--- config.mk ---
export PLATFORM = sky130hd
export DESIGN_NAME = instruction_fetch_queue
export DESIGN_NICKNAME = d
export VERILOG_FILES = /design/src/rtl/instruction_fetch_queue.sv
export SDC_FILE = /design/constraint.sdc
export NUM_CORES = 1
export LEC_CHECK = 0
export CORE_ASPECT_RATIO = 1.2
export CORE_MARGIN = 5
export CORE_UTILIZATION = 50
export CTS_BUF_LIST = sky130_fd_sc_hd__clkbuf_8
export DETAILED_ROUTE_END_ITERATION = 8
export GPL_ROUTABILITY_DRIVEN = 0
export MAX_ROUTING_LAYER = met4
export PLACE_DENSITY = 0.82
export SLEW_MARGIN = 30
export SYNTH_ARGS = -nofsm -noshare
export SYNTH_HDL_FRONTEND = slang
export SYNTH_SLANG_ARGS = --single-unit
export TNS_END_PERCENT = 10
--- constraint.sdc ---
create_clock -name clk -period 3.6 [get_ports clk]
set_clock_uncertainty 0.15 [all_clocks]
set_input_delay 0.72 -clock clk [delete_from_list [all_inputs] [get_ports clk]]
set_output_delay 0.72 -clock clk [all_outputs]
set_load 0.01 [all_outputs]
--- src/rtl/instruction_fetch_queue.sv ---
// Instruction fetch queue: FIFO of {instruction, pc} between fetch and decode.
// Ports: clk, reset, flush, enq_* (fetch side), deq_* (decode side), count.
module instruction_fetch_queue #(
   parameter int XLEN  = 32,
   parameter int DEPTH = 4
) (
   input  logic                     clk,
   input  logic                     reset,
   input  logic                     flush,
   input  logic                     enq_valid,
   input  logic [31:0]              enq_instruction,
   input  logic [XLEN-1:0]          enq_pc,
   output logic                     enq_ready,
   output logic                     deq_valid,
   output logic [31:0]              deq_instruction,
   output logic [XLEN-1:0]          deq_pc,
   input  logic                     deq_ready,
   output logic [$clog2(DEPTH):0]   count
);

   localparam int AW = $clog2(DEPTH);
   localparam logic [AW:0] FULL = (AW+1)'(DEPTH);

   typedef struct packed {
      logic [31:0]     instr;
      logic [XLEN-1:0] pc;
   } entry_t;

   entry_t          mem [DEPTH];
   entry_t          head;
   logic [AW-1:0]   rd_ptr;
   logic [AW-1:0]   wr_ptr;
   logic [AW:0]     occ;
   logic            enq_fire;
   logic            deq_fire;

   // Ready/valid depend only on registered occupancy, never on the
   // opposite handshake input.
   assign enq_ready = (occ != FULL);
   assign deq_valid = (occ != '0);
   assign count     = occ;

   assign enq_fire = enq_valid && enq_ready && !flush;
   assign deq_fire = deq_valid && deq_ready && !flush;

   assign head            = mem[rd_ptr];
   assign deq_instruction = deq_valid ? head.instr : '0;
   assign deq_pc          = deq_valid ? head.pc    : '0;

   always_ff @(posedge clk) begin
      if (reset) begin
         rd_ptr <= '0;
         wr_ptr <= '0;
         occ    <= '0;
         for (int i = 0; i < DEPTH; i++)
            mem[i] <= '0;
      end else if (flush) begin
         rd_ptr <= '0;
         wr_ptr <= '0;
         occ    <= '0;
      end else begin
         if (enq_fire) begin
            mem[wr_ptr] <= '{instr: enq_instruction, pc: enq_pc};
            wr_ptr      <= wr_ptr + 1'b1;
         end
         if (deq_fire)
            rd_ptr <= rd_ptr + 1'b1;
         unique case ({enq_fire, deq_fire})
            2'b10:   occ <= occ + 1'b1;
            2'b01:   occ <= occ - 1'b1;
            default: occ <= occ;
         endcase
      end
   end

endmodule

==> results of run 1 <==
-- state kept, by name, summed over array words and instances, names as in the netlist, named ones only --
name,flops
count,3
rd_ptr,2
mem,256
wr_ptr,2
-- where the power goes --
group          internal (µW)  switching (µW)  leakage [µW]  total [µW]
registers               3520            37.8       0.00274        3560
logic                    228             232       0.00265         460
clock network           1180            1120      0.000409        2300
-- placed cells by master (no fill, tap or decap), types with 4 or more instances in the layout --
master           Yosys  final
nor2_1               9      8
dfxtp_1              9      7
a21oi_1              4      4
xor2_1               4      4
buf_12               0     12
clkdlybuf4s50_1      0    137
clkinv_1             0     10
and3_1             192    192
buf_4                3     14
and2_1             128    128
edfxtp_1           256    256
mux4_2              64     64
clkbuf_8             0     43
clkinv_2             0      7
inv_1                6     14
-- worst paths after layout --
path | slack, ps | to | cells past startpoint | start
worst max-delay path | 140 | deq_pc[30] | 4 | register
worst min-delay path | 390 | rd_ptr[1] | 2 | rd_ptr[1]
worst max register to register | 1090 | count[2] | 9 | count[2]
worst min register to register | 390 | rd_ptr[1] | 2 | rd_ptr[1]
-- final cells by class --
cell class / count / area (µm²)
sequential: 265 / 7880
inverter: 6 / 22.5
clock inverter: 28 / 148
timing repair buffer: 163 / 1720
tap: 320 / 400
fill: 1781 / 9200
clock buffer: 43 / 592
antenna: 2 / 5.00
multi-input combinational: 423 / 3780
-- per-stage QoR --
step	hold WS (ps)	cell area [µm²]	util, %
finish	392	14500	61.2
global route	422	14500	61.2
CTS	392	14500	61.2
detailed placement	365	13800	58.1
global placement	357	13800	58.1
floorplan	333	12000	-
-- critical path, cell delays in order (launching register included) --
cell and delay, ps:
dfxtp_4 580, buf_12 250, mux4_2 560, and2_1 180, clkdlybuf4s50_1 470
-- what timing repair did --
| action | 4_1_cts | 5_1_grt |
|---|---|---|
| hold buffers | 0 | 0 |
| endpoints found under the setup margin | 0 | 33 |
| gates resized for setup | 0 | 1 |
-- logic make-up after synthesis --
logic type,after synthesis
AND/OR/NAND/NOR,341
flip-flops,265
buffers and inverters,77
multiplexers,64
AO/OA/AOI/OAI,12
XOR/XNOR,4
adder cells (fa/ha/maj),2
-- metal layers --
layer | vias up | GRT usage, %
met4 | 0 | 5.81
met3 | 39 | 3.20
met5 | - | -
met1 | 3483 | 24.3
li1 | 3195 | -
met2 | 204 | 34.4
==> results.yml, run 1 <==
logic_synthesis:
  synth_compound_area_share_pct: 0.648
  synthAdderAreaFrac_pct: 0.272
  yosysTopAreaCell: "edfxtp_1"
  synth.most_common_cell: "edfxtp_1"
  synth_top_family_by_area: "simple AND/OR/NAND/NOR gates"
  netlist_area_um2: 12000
  synth_nets: 836
  synth_seq_cells: 265
  synth_common_cells: "256 x edfxtp_1, 192 x and3_1, 128 x and2_1"
  syn_avg_cell_area_um2: 15.6
  synthTopCellsByArea: "edfxtp_1 64%, mux4_2 12%, and3_1 10%"
  yosysSeqAreaShare_pct: 65.7
  synth.area.mux_share_pct: 12.0
  synthFlopType: "edfxtp_1"
  yosysUniqueCellTypes: 28
  yosys_warnings: 0
  synthSimpleGateAreaFrac_pct: 17.8
  synthCells: 765
  netlist.area_leader.share_pct: 64.2
  synth_edf_count: 256
  synth-xor-area-share_pct: 0.293
  synthArstFlopShare_pct: 0
grt:
  antenna_found_initial: 2
  grt_usage_pct: 20.0
  grt_max_degree: 117
  grt_pass1_wl_mm: 41.2
  grt_pass1_vias: 7492
  gr-total-overflow: 0
cts:
  cts_sinks: 265
  clkTransAtPathRegs_ps: 60
  cts_setup_buffers: 0
  clk_latency_ps: 530
  cts_buffer_depth: 3
  cts_buffers: 41
  cts_tree: "built"
  cts-root-buf: "clkbuf_8"
  htreeDepth: 2
detailed_routing:
  wl_per_cell_um: 20.6
  drc_errors: 0
  top_layer: "met4"
  vias: 6921
  drt-initial-drc-count: 612
  totalWireLength_mm: 25.7
  met1_length_mm: 9.93
  wl_met2_mm: 13.9
  vias_per_cell: 5.54
  dr_wl_met3_mm: 1.36
  ant_nets: 0
  dr.pass1.iters: 4
job:
  max_cap_violations: 0
floorplan:
  fp.dieH_um: 179
  row_count: 62
  dieArea_um2: 27100
  ioPinCount: 138
  start_util_pct: 50.4
  die_w_um: 151
  core-area_um2: 23700
timing:
  min_period_ps: 3460
  drv_slew: 0
  rsz0062_at_grt: "no"
  finalHoldViolations: 0
  setup_violations: 0
  slew_headroom_pct: 49.1
  tightest_slew_ps: 764
  period_share_pct: 96.1
  max_freq_ghz: 0.289
  fin_tns_setup_ps: 0
  worst_slack_ps: 140
placed_design:
  dp_cells: 1177
  dpl.hpwl_mm: 15.5
  port_buffers: 137
  dpl_worst_slack_ps: 469
critical_path:
  cp_max_fo: 18
  worstSetupEndpointType: "primary output"
  crit_type: "register to primary output"
  cp-start-kind: "register"
  required_ps: 2730
  cp_data_arrival_time_ps: 2590
power_and_ir_drop:
  powerDensity_nw_per_um2: 434
  p_total_uw: 6310
  vdd_ir_drop_max_mv: 0.279
  power.static_leakage_uw: 0.00579
outcome:
  status: "completed"
layout:
  nets: 971
  drive_gt1_share_pct: 16.8
  area_growth_pct: 21.4
  finalNonFillerCells: 1250
worst_hold_path:
  hold_path.class: "register to register"
Power figures use the tool's default switching activity.
==> run 2: changes to the inputs <==
--- a/config.mk
+++ b/config.mk
@@ -5,10 +5,12 @@
 export SDC_FILE = /design/constraint.sdc
 export NUM_CORES = 1
 export LEC_CHECK = 0
+export ABC_CLOCK_PERIOD_IN_PS = 4100
 export CORE_ASPECT_RATIO = 1.2
 export CORE_MARGIN = 5
 export CORE_UTILIZATION = 50
 export CTS_BUF_LIST = sky130_fd_sc_hd__clkbuf_8
+export CTS_CLUSTER_DIAMETER = 50
 export DETAILED_ROUTE_END_ITERATION = 8
 export GPL_ROUTABILITY_DRIVEN = 0
 export MAX_ROUTING_LAYER = met4
==> constraint.sdc (replaced) <==
create_clock -name clk -period 4.1 [get_ports clk]
set_clock_uncertainty 0.15 [all_clocks]
set_input_delay 0.82 -clock clk [delete_from_list [all_inputs] [get_ports clk]]
set_output_delay 0.82 -clock clk [all_outputs]
set_load 0.01 [all_outputs]
==> run 2 against run 1 <==
  * Routed wire length shrank 2.5%
  * Critical path type unchanged
  * Sequential share of layout area grew 0.56 points
  * Combinational power shrank 16%
  * Via count shrank 0.68%
  * Clock power shrank 12%
  * Power shrank 12%
  * Count of clock-buffer cells in the layout is the same
  * Highest routed layer unchanged
  * Sequential cell count is the same
==> results.yml, run 2 (synthesis results as in run 1) <==
grt:
  grt_max_degree: 185
  grt_usage_pct: 19.3
  antenna_found_initial: 4
  gr-total-overflow: 0
  grt_pass1_vias: 7307
  grt_pass1_wl_mm: 39.8
critical_path:
  crit_type: "register to primary output"
  cpPeakStageDelay_ps: 570
  cp_data_arrival_time_ps: 2690
  cp_max_fo: 16
  critPathBufInv: 2
  cp_top_family: "buffers and inverters"
  cp-start-kind: "register"
  required_ps: 3130
  crit_slowest_cell: "mux4_2"
  worstSetupEndpointType: "primary output"
  cp_cell_sequence: "buf_4, mux4_2, and2_1, clkdlybuf4s50_1"
detailed_routing:
  drc_errors: 0
  totalWireLength_mm: 25.0
  vias_per_cell: 5.53
  vias: 6874
  wl_per_cell_um: 20.2
  ant_nets: 0
  drt-initial-drc-count: 540
  dr.pass1.iters: 4
placed_design:
  dpl.hpwl_mm: 14.3
  dpl_worst_slack_ps: 854
  place_area_um2: 13600
  dp_cells: 1165
  port_buffers: 137
layout:
  largest-register: "mem"
  nets: 960
  mostFrequentLayoutCell: "edfxtp_1"
  final_cell_mix: "256 x edfxtp_1, 192 x and3_1, 137 x clkdlybuf4s50_1"
  utilization_pct: 60.6
  area_growth_pct: 20.2
  largest_reg_flops: 256
  drive_gt1_share_pct: 15.5
  design_area_um2: 14400
  finalNonFillerCells: 1243
timing:
  drv_slew: 0
  tightest_slew_ps: 737
  max_freq_ghz: 0.273
  min_period_ps: 3660
  worst_slack_ps: 436
  setup_violations: 0
  period_share_pct: 89.4
  rsz0062_at_grt: "no"
  fin_tns_setup_ps: 0
  slew_headroom_pct: 50.9
  finalHoldViolations: 0
job:
  max_cap_violations: 0
floorplan:
  fp.dieH_um: 179
  start_util_pct: 50.4
  row_count: 62
  dieArea_um2: 27100
  core-area_um2: 23700
  ioPinCount: 138
  die_w_um: 151
cts:
  cts_resized: 0
  htreeDepth: 2
  cts_sinks: 265
  cts-root-buf: "clkbuf_8"
  clk_latency_ps: 530
  clkTransAtPathRegs_ps: 60
  cts_buffer_depth: 3
  cts_buffers: 42
  cts_setup_buffers: 0
  cts_tree: "built"
  postCtsHoldBufs: 0
outcome:
  status: "completed"
power_and_ir_drop:
  power.static_leakage_uw: 0.00573
  vdd_ir_drop_max_mv: 0.257
  powerDensity_nw_per_um2: 385
worst_hold_path:
  hold_path.class: "register to register"
==> run 2: worst register-to-register path, delay by kind of cell, from the launching register on <==
family / cells / cell delay [ps]
flip-flops: 1 / 430
XOR/XNOR: 1 / 160
buffers and inverters: 2 / 160
AO/OA/AOI/OAI: 1 / 150
adder cells (fa/ha/maj): 2 / 560
AND/OR/NAND/NOR: 3 / 830
==> run 2: where the power goes <==
group          leakage (µW)  internal [µW]  total (µW)  switching (µW)
registers           0.00274           3090        3120            32.6
logic               0.00257            189         386             197
clock network      0.000425           1040        2030             991
==> run 2: path summary, 6_finish.rpt <==
path	start	endpoint	slack [ps]	depth (start not counted)
max	register	deq_pc[23]	440	4
min	rd_ptr[0]	rd_ptr[0]	380	2
max reg2reg	count[2]	count[2]	1610	9
min reg2reg	rd_ptr[0]	rd_ptr[0]	380	2
==> run 2: per-stage QoR <==
stage / hold WS (ps) / total power, µW
3_3_place_gp: 361 / 3560
2_1_floorplan: 333 / 3370
4_1_cts: 383 / 5600
5_1_grt: 423 / 5760
3_5_place_dp: 361 / 3570
6_report: 384 / 5540
==> run 2: layout make-up <==
| cell class | instances | area (µm²) |
|---|---|---|
| antenna | 4 | 10.0 |
| clock buffer | 43 | 592 |
| clock inverter | 31 | 160 |
| fill | 1812 | 9350 |
| inverter | 6 | 22.5 |
| multi-input combinational | 423 | 3780 |
| sequential | 265 | 7880 |
| tap | 320 | 400 |
| timing repair buffer | 151 | 1550 |
==> run 2: metal layers <==
metal  wire, µm  GRT usage [%]  part of all wire, %
met5          0              -                    0
met4        500           5.37                  2.0
met3       1530           3.70                  6.1
met2      13500           32.9                   54
met1       9530           23.3                   38
